**config.mk**
```make
export PLATFORM = sky130hd
export DESIGN_NAME = offchip_mem_arbiter
export DESIGN_NICKNAME = d
export VERILOG_FILES = /design/src/rtl/offchip_mem_arbiter_pkg.sv /design/src/rtl/offchip_mem_arbiter.sv
export SDC_FILE = /design/constraint.sdc
export NUM_CORES = 1
export LEC_CHECK = 0
export ABC_CLOCK_PERIOD_IN_PS = 1800
export CAP_MARGIN = 20
export CORE_AREA = 2 2 241 243
export DETAILED_ROUTE_END_ITERATION = 8
export DIE_AREA = 0 0 243 245
export GPL_TIMING_DRIVEN = 0
export MAX_ROUTING_LAYER = met4
export SLEW_MARGIN = 20
export SYNTH_ARGS = -nofsm -noshare
export SYNTH_HDL_FRONTEND = slang
export SYNTH_SLANG_ARGS = --single-unit
export TNS_END_PERCENT = 5
```
**constraint.sdc**
```tcl
create_clock -name clk -period 1.8 [get_ports clk]
set_input_delay 0.18 -clock clk [delete_from_list [all_inputs] [get_ports clk]]
set_output_delay 0.18 -clock clk [all_outputs]
set_load 0.005 [all_outputs]
```
**src/rtl/offchip_mem_arbiter_pkg.sv**
```systemverilog
// Shared definitions for the off-chip memory arbiter: the default line size,
// the arbiter state encoding and the default ready timeout.
package offchip_mem_arbiter_pkg;

  localparam int CACHE_LINE_SIZE        = 16;
  localparam int DEFAULT_TIMEOUT_CYCLES = 1024;

  typedef enum logic [1:0] {
    ARB_IDLE    = 2'd0,
    ARB_BUSY    = 2'd1,
    ARB_RELEASE = 2'd2
  } arb_state_t;

endpackage

```
**src/rtl/offchip_mem_arbiter.sv**
```systemverilog
// Shares the single off-chip memory port between the icache (line fills) and
// the dcache (line fills and write-backs). One transaction is in flight at a
// time; ties are broken round-robin. All outputs come straight from flops.
//
// Handshake: a requester raises req (with addr/we/wdata stable) and holds it
// until its ack pulses for exactly one cycle; it drops req in that ack cycle.
// Toward memory, the read/write enable is a level held until the first cycle
// offchip_mem_ready is sampled high (or the timeout expires); ready may stay
// high afterwards, so the arbiter waits for it to fall before the next grant.
module offchip_mem_arbiter
  import offchip_mem_arbiter_pkg::*;
#(
  parameter int LINE_BYTES     = CACHE_LINE_SIZE,
  parameter int ADDR_WIDTH     = 32,
  parameter int TIMEOUT_CYCLES = DEFAULT_TIMEOUT_CYCLES
) (
  input  logic                    clk,
  input  logic                    rst,
  input  logic                    ic_req,
  input  logic [ADDR_WIDTH-1:0]   ic_addr,
  output logic                    ic_ack,
  input  logic                    dc_req,
  input  logic                    dc_we,
  input  logic [ADDR_WIDTH-1:0]   dc_addr,
  input  logic [LINE_BYTES*8-1:0] dc_wdata,
  output logic                    dc_ack,
  output logic [LINE_BYTES*8-1:0] rsp_rdata,
  output logic                    rsp_err,
  output logic [ADDR_WIDTH-1:0]   offchip_mem_addr,
  output logic [LINE_BYTES*8-1:0] offchip_mem_wdata,
  output logic                    offchip_mem_read_en,
  output logic                    offchip_mem_write_en,
  input  logic [LINE_BYTES*8-1:0] offchip_mem_data,
  input  logic                    offchip_mem_ready,
  output arb_state_t              dbg_state
);

  // Counter only needs to reach TIMEOUT_CYCLES-1; a zero timeout disables it.
  localparam int                CNT_W      = (TIMEOUT_CYCLES > 1) ? $clog2(TIMEOUT_CYCLES) : 1;
  localparam bit                TIMEOUT_EN = (TIMEOUT_CYCLES > 0);
  localparam logic [CNT_W-1:0]  CNT_LAST   = TIMEOUT_EN ? CNT_W'(TIMEOUT_CYCLES - 1) : '0;

  arb_state_t       state;
  logic             last_dc;   // 1 when the dcache received the most recent grant
  logic             owner_dc;  // requester owning the in-flight transaction
  logic             cur_we;    // in-flight transaction is a write-back
  logic [CNT_W-1:0] tmo_cnt;

  logic any_req;
  logic pick_dc;
  logic grant_now;
  logic timed_out;

  assign dbg_state = state;

  // Round-robin winner select and grant/timeout conditions.
  always_comb begin
    any_req   = ic_req | dc_req;
    pick_dc   = dc_req & (~ic_req | ~last_dc);
    grant_now = any_req & ((state == ARB_IDLE) |
                           ((state == ARB_RELEASE) & ~offchip_mem_ready));
    timed_out = TIMEOUT_EN & (tmo_cnt == CNT_LAST);
  end

  // Arbiter FSM with all memory-side and cache-side outputs registered.
  always_ff @(posedge clk or negedge rst) begin
    if (!rst) begin
      state                <= ARB_IDLE;
      last_dc              <= 1'b0;
      owner_dc             <= 1'b0;
      cur_we               <= 1'b0;
      tmo_cnt              <= '0;
      ic_ack               <= 1'b0;
      dc_ack               <= 1'b0;
      rsp_rdata            <= '0;
      rsp_err              <= 1'b0;
      offchip_mem_addr     <= '0;
      offchip_mem_wdata    <= '0;
      offchip_mem_read_en  <= 1'b0;
      offchip_mem_write_en <= 1'b0;
    end else begin
      ic_ack  <= 1'b0;
      dc_ack  <= 1'b0;
      rsp_err <= 1'b0;
      if (grant_now) begin
        // Grant from IDLE, or directly from RELEASE once ready has fallen.
        state    <= ARB_BUSY;
        owner_dc <= pick_dc;
        last_dc  <= pick_dc;
        tmo_cnt  <= '0;
        if (pick_dc) begin
          offchip_mem_addr     <= dc_addr;
          offchip_mem_wdata    <= dc_wdata;
          offchip_mem_read_en  <= ~dc_we;
          offchip_mem_write_en <= dc_we;
          cur_we               <= dc_we;
        end else begin
          offchip_mem_addr     <= ic_addr;
          offchip_mem_wdata    <= '0;
          offchip_mem_read_en  <= 1'b1;
          offchip_mem_write_en <= 1'b0;
          cur_we               <= 1'b0;
        end
      end else begin
        case (state)
          ARB_BUSY: begin
            if (offchip_mem_ready || timed_out) begin
              // Ready wins over a timeout expiring in the same cycle.
              if (offchip_mem_ready && !cur_we) begin
                rsp_rdata <= offchip_mem_data;
              end
              rsp_err              <= ~offchip_mem_ready;
              ic_ack               <= ~owner_dc;
              dc_ack               <= owner_dc;
              offchip_mem_read_en  <= 1'b0;
              offchip_mem_write_en <= 1'b0;
              state                <= ARB_RELEASE;
            end else if (TIMEOUT_EN) begin
              tmo_cnt <= tmo_cnt + CNT_W'(1);
            end
          end
          ARB_RELEASE: begin
            if (!offchip_mem_ready) begin
              state <= ARB_IDLE;
            end
          end
          default: begin
          end
        endcase
      end
    end
  end

endmodule

```
* Word level (Yosys, flattened, before mapping) *
Index checks and enable logic that the tools add are counted.

operators by class
  add/subtract/negate cells = 1
  equality and inequality tests = 6
  multiplexer cells = 24
  bitwise gates (word level) = 11
  reduce and logical (&&, ||, !) cells = 11

operators by type and width
  operator                                       count
  2-to-1 mux 128 bit                             1
  2-to-1 mux 32 bit                              1
  2-to-1 mux 10 bit                              3
  2-to-1 mux 1 bit                               15
  adder 10 x 1 -> 10 bit, second input constant  1
  == test 10 bit, second input constant          1
  2-to-1 mux 2 bit                               3
  != test 3 bit, second input constant           2
  NOT 1 bit                                      5
  case mux 2 bit (2 select lines)                1
  AND reduction 2 bit                            2
  AND reduction 4 bit                            1
  nonzero test 2 bit                             2
  AND 1 bit                                      3
  bitwise OR 1 bit                               3
  AND reduction 3 bit                            1
  nonzero test 3 bit                             1
  == test 2 x 1 -> 1 bit, second input constant  1
  == test 2 bit, second input constant           1
  zero test 2 bit                                1
  != test 2 bit, second input constant           1
  logical AND 1 bit                              1
  zero test 1 bit                                1
  logical OR 1 bit                               1

word-level totals
  register bits after elaboration = 307
  input port bits = 326
  output and inout bits = 295
  word-level logic and storage cells = 65

* Logic depth before layout (Yosys ltp) *
  depth after elaboration = 6
  gate-level depth with buffers = 6
  mapped depth without buffers = 5

* Least setup slack after synthesis *
No wires, ideal clock.

  kind = register to register
  start = register state[1], in the netlist dbg_state[1]
  end = register rsp_rdata[40]
  library setup time = 125 ps
  data arrival time = 1,428 ps
  path slack = 247 ps
  cell stages (with the launch flop) = 6
  buffers on the path = 2
  period minus slack after synthesis = 1,553 ps
  cell sequence = dfrtp_1 > nor2b_2 > and3b_1 > buf_4 > buf_6 > mux2_2

between the ends
  cells in the longest elaborated chain, start to end = 6
  elaborated cells on any way between the ends = 8
  classes of those cells = 2 x eq/ne; 4 x bitwise; 2 x reduce/logical

RTL lines
  element                            line                        source
  from (decl)                        offchip_mem_arbiter.sv:43   arb_state_t state;
  from (signal assigned)             offchip_mem_arbiter.sv:68   state <= ARB_IDLE;
  from (signal assigned)             offchip_mem_arbiter.sv:87   state <= ARB_BUSY;
  from (signal assigned)             offchip_mem_arbiter.sv:117  state <= ARB_RELEASE;
  == test 2 bit                      offchip_mem_arbiter.sv:61   ((state == ARB_RELEASE) & ~offchip_mem_ready));
  AND 1 bit                          offchip_mem_arbiter.sv:61
  bitwise OR 1 bit                   offchip_mem_arbiter.sv:60   grant_now = any_req & ((state == ARB_IDLE) |
  AND 1 bit                          offchip_mem_arbiter.sv:60
  NOT 1 bit (no line)                n/a
  AND reduction 4 bit (no line) (*)  n/a
  to (signal assigned)               offchip_mem_arbiter.sv:110  rsp_rdata <= offchip_mem_data;
  to (decl)                          offchip_mem_arbiter.sv:27   output logic [LINE_BYTES*8-1:0] rsp_rdata,

Mark *: on every way between the ends. The rest lies on a longest branch, timed or not.
A chain may end at the register's enable or synchronous reset.

* Worst setup path after layout *
  start = register state[1], in the netlist dbg_state[1]
  end = register rsp_rdata[24]

Same word-level chain as after synthesis.

==> results.md <==
* CORE AREA: 57000 um^2
* Post-layout nets: 1776
* via count of the first global-routing pass: 10.1k
* first-pass GRT wire length: 62800 um
* primary flip-flop cell chosen by synthesis mapping: dfrtp_1
* half-perimeter wire length of the detailed placement result: 33000 um
* pre-CTS setup slack: -606 ps
* Vias: 9302
* number of primary I/O pins: 621
* die area: 59500 um^2
* transition time at the pin with the least slew margin: 538 ps
* critical path's top delay family: flip-flops
* Mapped Nets: 1112
* critical path class: reg -> reg
* Max Clock Freq: 577 MHz
* average via count per standard cell: 4.15
* pin count of the biggest net entering global routing: 94
* global route overflow: 0
* Post-Place Cells: 2173
* endpoint kind of the worst setup timing path: flip-flop
* CP max stage delay: 480 ps
* Post-DRT Antenna Nets: 0
* Finished Layout Cells: 2243
* Tcrit/Tclk final: 96.3%
* maximum clock insertion buffer count: 3
* pwr dens: 1590 nW/um^2
* drt initial violations: 266
* die extent in x: 243 um
* clk sinks: 307
* Post-Synthesis Mean Instance Area: 14.9 um^2
* share of synthesized registers carrying an async set or reset: 100%
* TritonCTS Buffers: 35
* number of placement rows: 88
* CP Cell Sequence: nor2b_4 > and3b_2 > buf_12 > clkbuf_16 > buf_6 > mux2_2
* DRC violations left: 0
* WL final: 42900 um
* top fanout value on the critical path: 10
* wire per inst: 19.1 um
* final setup violation count: 0
* YS warnings: 0
* path class of the lowest-slack min-delay path: in -> async
* share of final-layout standard cells stronger than drive strength 1: 17.0%
* clock latency on the worst-skew pair: 530 ps
* starting density of the core: 20.6%
* TritonCTS clock tree: yes
* required time at the worst-slack endpoint: 2210 ps
* total of flip-flops plus latches after synthesis: 307
* H-tree Lvls: 2
* unrepaired setup endpoints after global routing: true
* number of buffer and inverter stages on the critical path: 3
* Clock Root Buffer: clkbuf_16
* Port Buffers: 620
* type of origin of the critical path: flip-flop
* Max-slew headroom: 64.2%
* clock period minus worst slack: 1730 ps
* Cell variety after synth: 41
* final max-slew violation count: 0
* Post-synth EDFFs: 0
* Global Route Usage Sum: 14.3%
* area added between synthesis and finish: 73.7%
* leakage dissipation: 8.54 nW
* DR pass1 iterations: 4
* part of the Yosys area used for sequential elements: 65.5%
* Clock Skew: 10.6 ps
* synthesized area: 11700 um^2
* number of antenna violations at the first check in global routing: 5
* Synth Instances: 785
* outcome: completed
* worst path setup slack after routing: 66.3 ps
* total of max-cap violations: 0
* routability congestion estimate: 0.851
* CP max stage cell: dfrtp_2
* Clock Pin Slew Worst Setup and Hold Paths: 60 ps
* worst path arrival time: 2150 ps
* chip height: 245 um
* Hold Fails Final Rpt: 0
* peak supply drop: 654 uV
per-layer routing:
metal | vias to the layer above | wire (um) | part of all wire (%) | GRT usage (%)
li1 | 4219 | - | - | -
met1 | 4568 | 17000 | 40 | 15.8
met2 | 455 | 21000 | 49 | 23.9
met3 | 60 | 3850 | 9.0 | 5.24
met4 | 0 | 1130 | 2.6 | 4.53
met5 | - | 0 | 0 | -
cells in the mapped netlist, types with 3 or more instances:
master    number  area share [%]
a22o_1       128             9.6
buf_2         18            0.77
dfrtp_1      307              66
nor2_1         8            0.26
mux2i_1       35             3.0
nand3_1        5            0.21
o21ai_0       37             1.6
mux2_2       128              12
buf_4          5            0.32
inv_1          3           0.096
a21oi_1        4            0.17
buf_6         24             2.3
clkbuf_1       7            0.22
nand2_1       41             1.3
and2_1         4            0.21
power by group:
group,leakage [nW],internal [W],switching (W),total [W]
sequential,3.83,0.00989,0.00168,0.0116
combinational,4.12,0.00865,0.00467,0.0133
clock,0.594,0.00450,0.00291,0.00741
total,8.54,0.0230,0.00926,0.0323
cell families (layout without fill, tap and decap cells):
logic type / count (synthesis) / after routing / share of synthesized area (%)
and+or+nand+nor: 71 / 71 / 2.96
xor gates and xnor gates: 2 / 2 / 0.149
other: 0 / 3 / 0
buffers and inverters: 57 / 747 / 3.71
DFF: 307 / 307 / 65.5
adders and majority gates: 1 / 1 / 0.107
muxes: 163 / 163 / 15.3
AOI/OAI and AO/OA: 184 / 184 / 12.3
per-stage QoR:
stage | TNS (ps) | power (W) | hold slack [ps] | utilization, % | cell area (um^2)
after floorplan | 0 | 0.0162 | -116 | - | 11700
after global routing | -155 | 0.0341 | 154 | 35.7 | 20400
final | 0 | 0.0323 | 142 | 35.7 | 20400
after CTS | -634 | 0.0327 | 103 | 35.5 | 20200
after global placement | -4062520 | 0.0247 | 465 | 33.1 | 18900
after detailed placement | -116700 | 0.0250 | 112 | 33.3 | 19000
worst register-to-register path, delay by kind of cell (launching register included):
kind | cells | cell delay, ps
simple gates | 2 | 350
mux | 1 | 350
flops | 1 | 480
buf+inv | 3 | 450
cell type report:
type,instances,area (um^2)
Fill cell,5671,36700
Sequential cell,307,7680
Timing Repair Buffer,627,6360
Multi-Input combinational cell,421,3640
Clock buffer,49,1010
Tap cell,765,957
Buffer,54,523
Clock inverter,14,185
Inverter,3,11.3
Antenna cell,3,7.51
final timing paths:
kind,startpoint,endpoint,slack [ps],cells past startpoint
max,dbg_state[1],rsp_rdata[24],70,6
min,rst,rsp_rdata[0],140,2
max reg2reg,dbg_state[1],rsp_rdata[24],70,6
min reg2reg,cur_we,cur_we,480,2
max in group asynchronous,rst,dbg_state[1],380,4
min in group clk,dc_wdata[55],offchip_mem_wdata[55],240,2
registers in the layout, indices dropped and copies added, names as in the netlist:
signal	count
offchip_mem_read_en	1
offchip_mem_write_en	1
rsp_rdata	128
offchip_mem_wdata	128
owner_dc	1
rsp_err	1
ic_ack	1
dbg_state	2
tmo_cnt	10
dc_ack	1
cur_we	1
offchip_mem_addr	32
layout by cell type, fill, tap and decap left out, types with 2 or more instances in the layout:
cell and n:
inv_6 3, mux2_2 128, buf_6 17, inv_1 3
clkbuf_4 3, nor2_1 8, buf_12 7, clkbuf_8 8
a21oi_1 4, buf_8 6, diode_2 3, clkbuf_1 13
dfrtp_2 2, o21a_1 2, clkdlybuf4s50_1 618, clkbuf_16 36
buf_4 4, and2_1 3, clkinv_2 6, o21ai_0 37
or3_1 2, dfrtp_1 305, buf_16 3, mux2i_1 35
bufinv_16 4, a22o_1 128, o31ai_1 2, buf_2 13
a31oi_1 2, nand3_1 5, nand2_1 41
repair_timing:
item / in CTS / in global routing
setup buffers: 0 / 2
resized for setup: 11 / 24
setup endpoints to repair: 271 / 247
endpoints found under the hold margin: 136 / 0
hold buffers: 1 / 0
gates cloned: 0 / 1
Power figures use the tool's default switching activity.
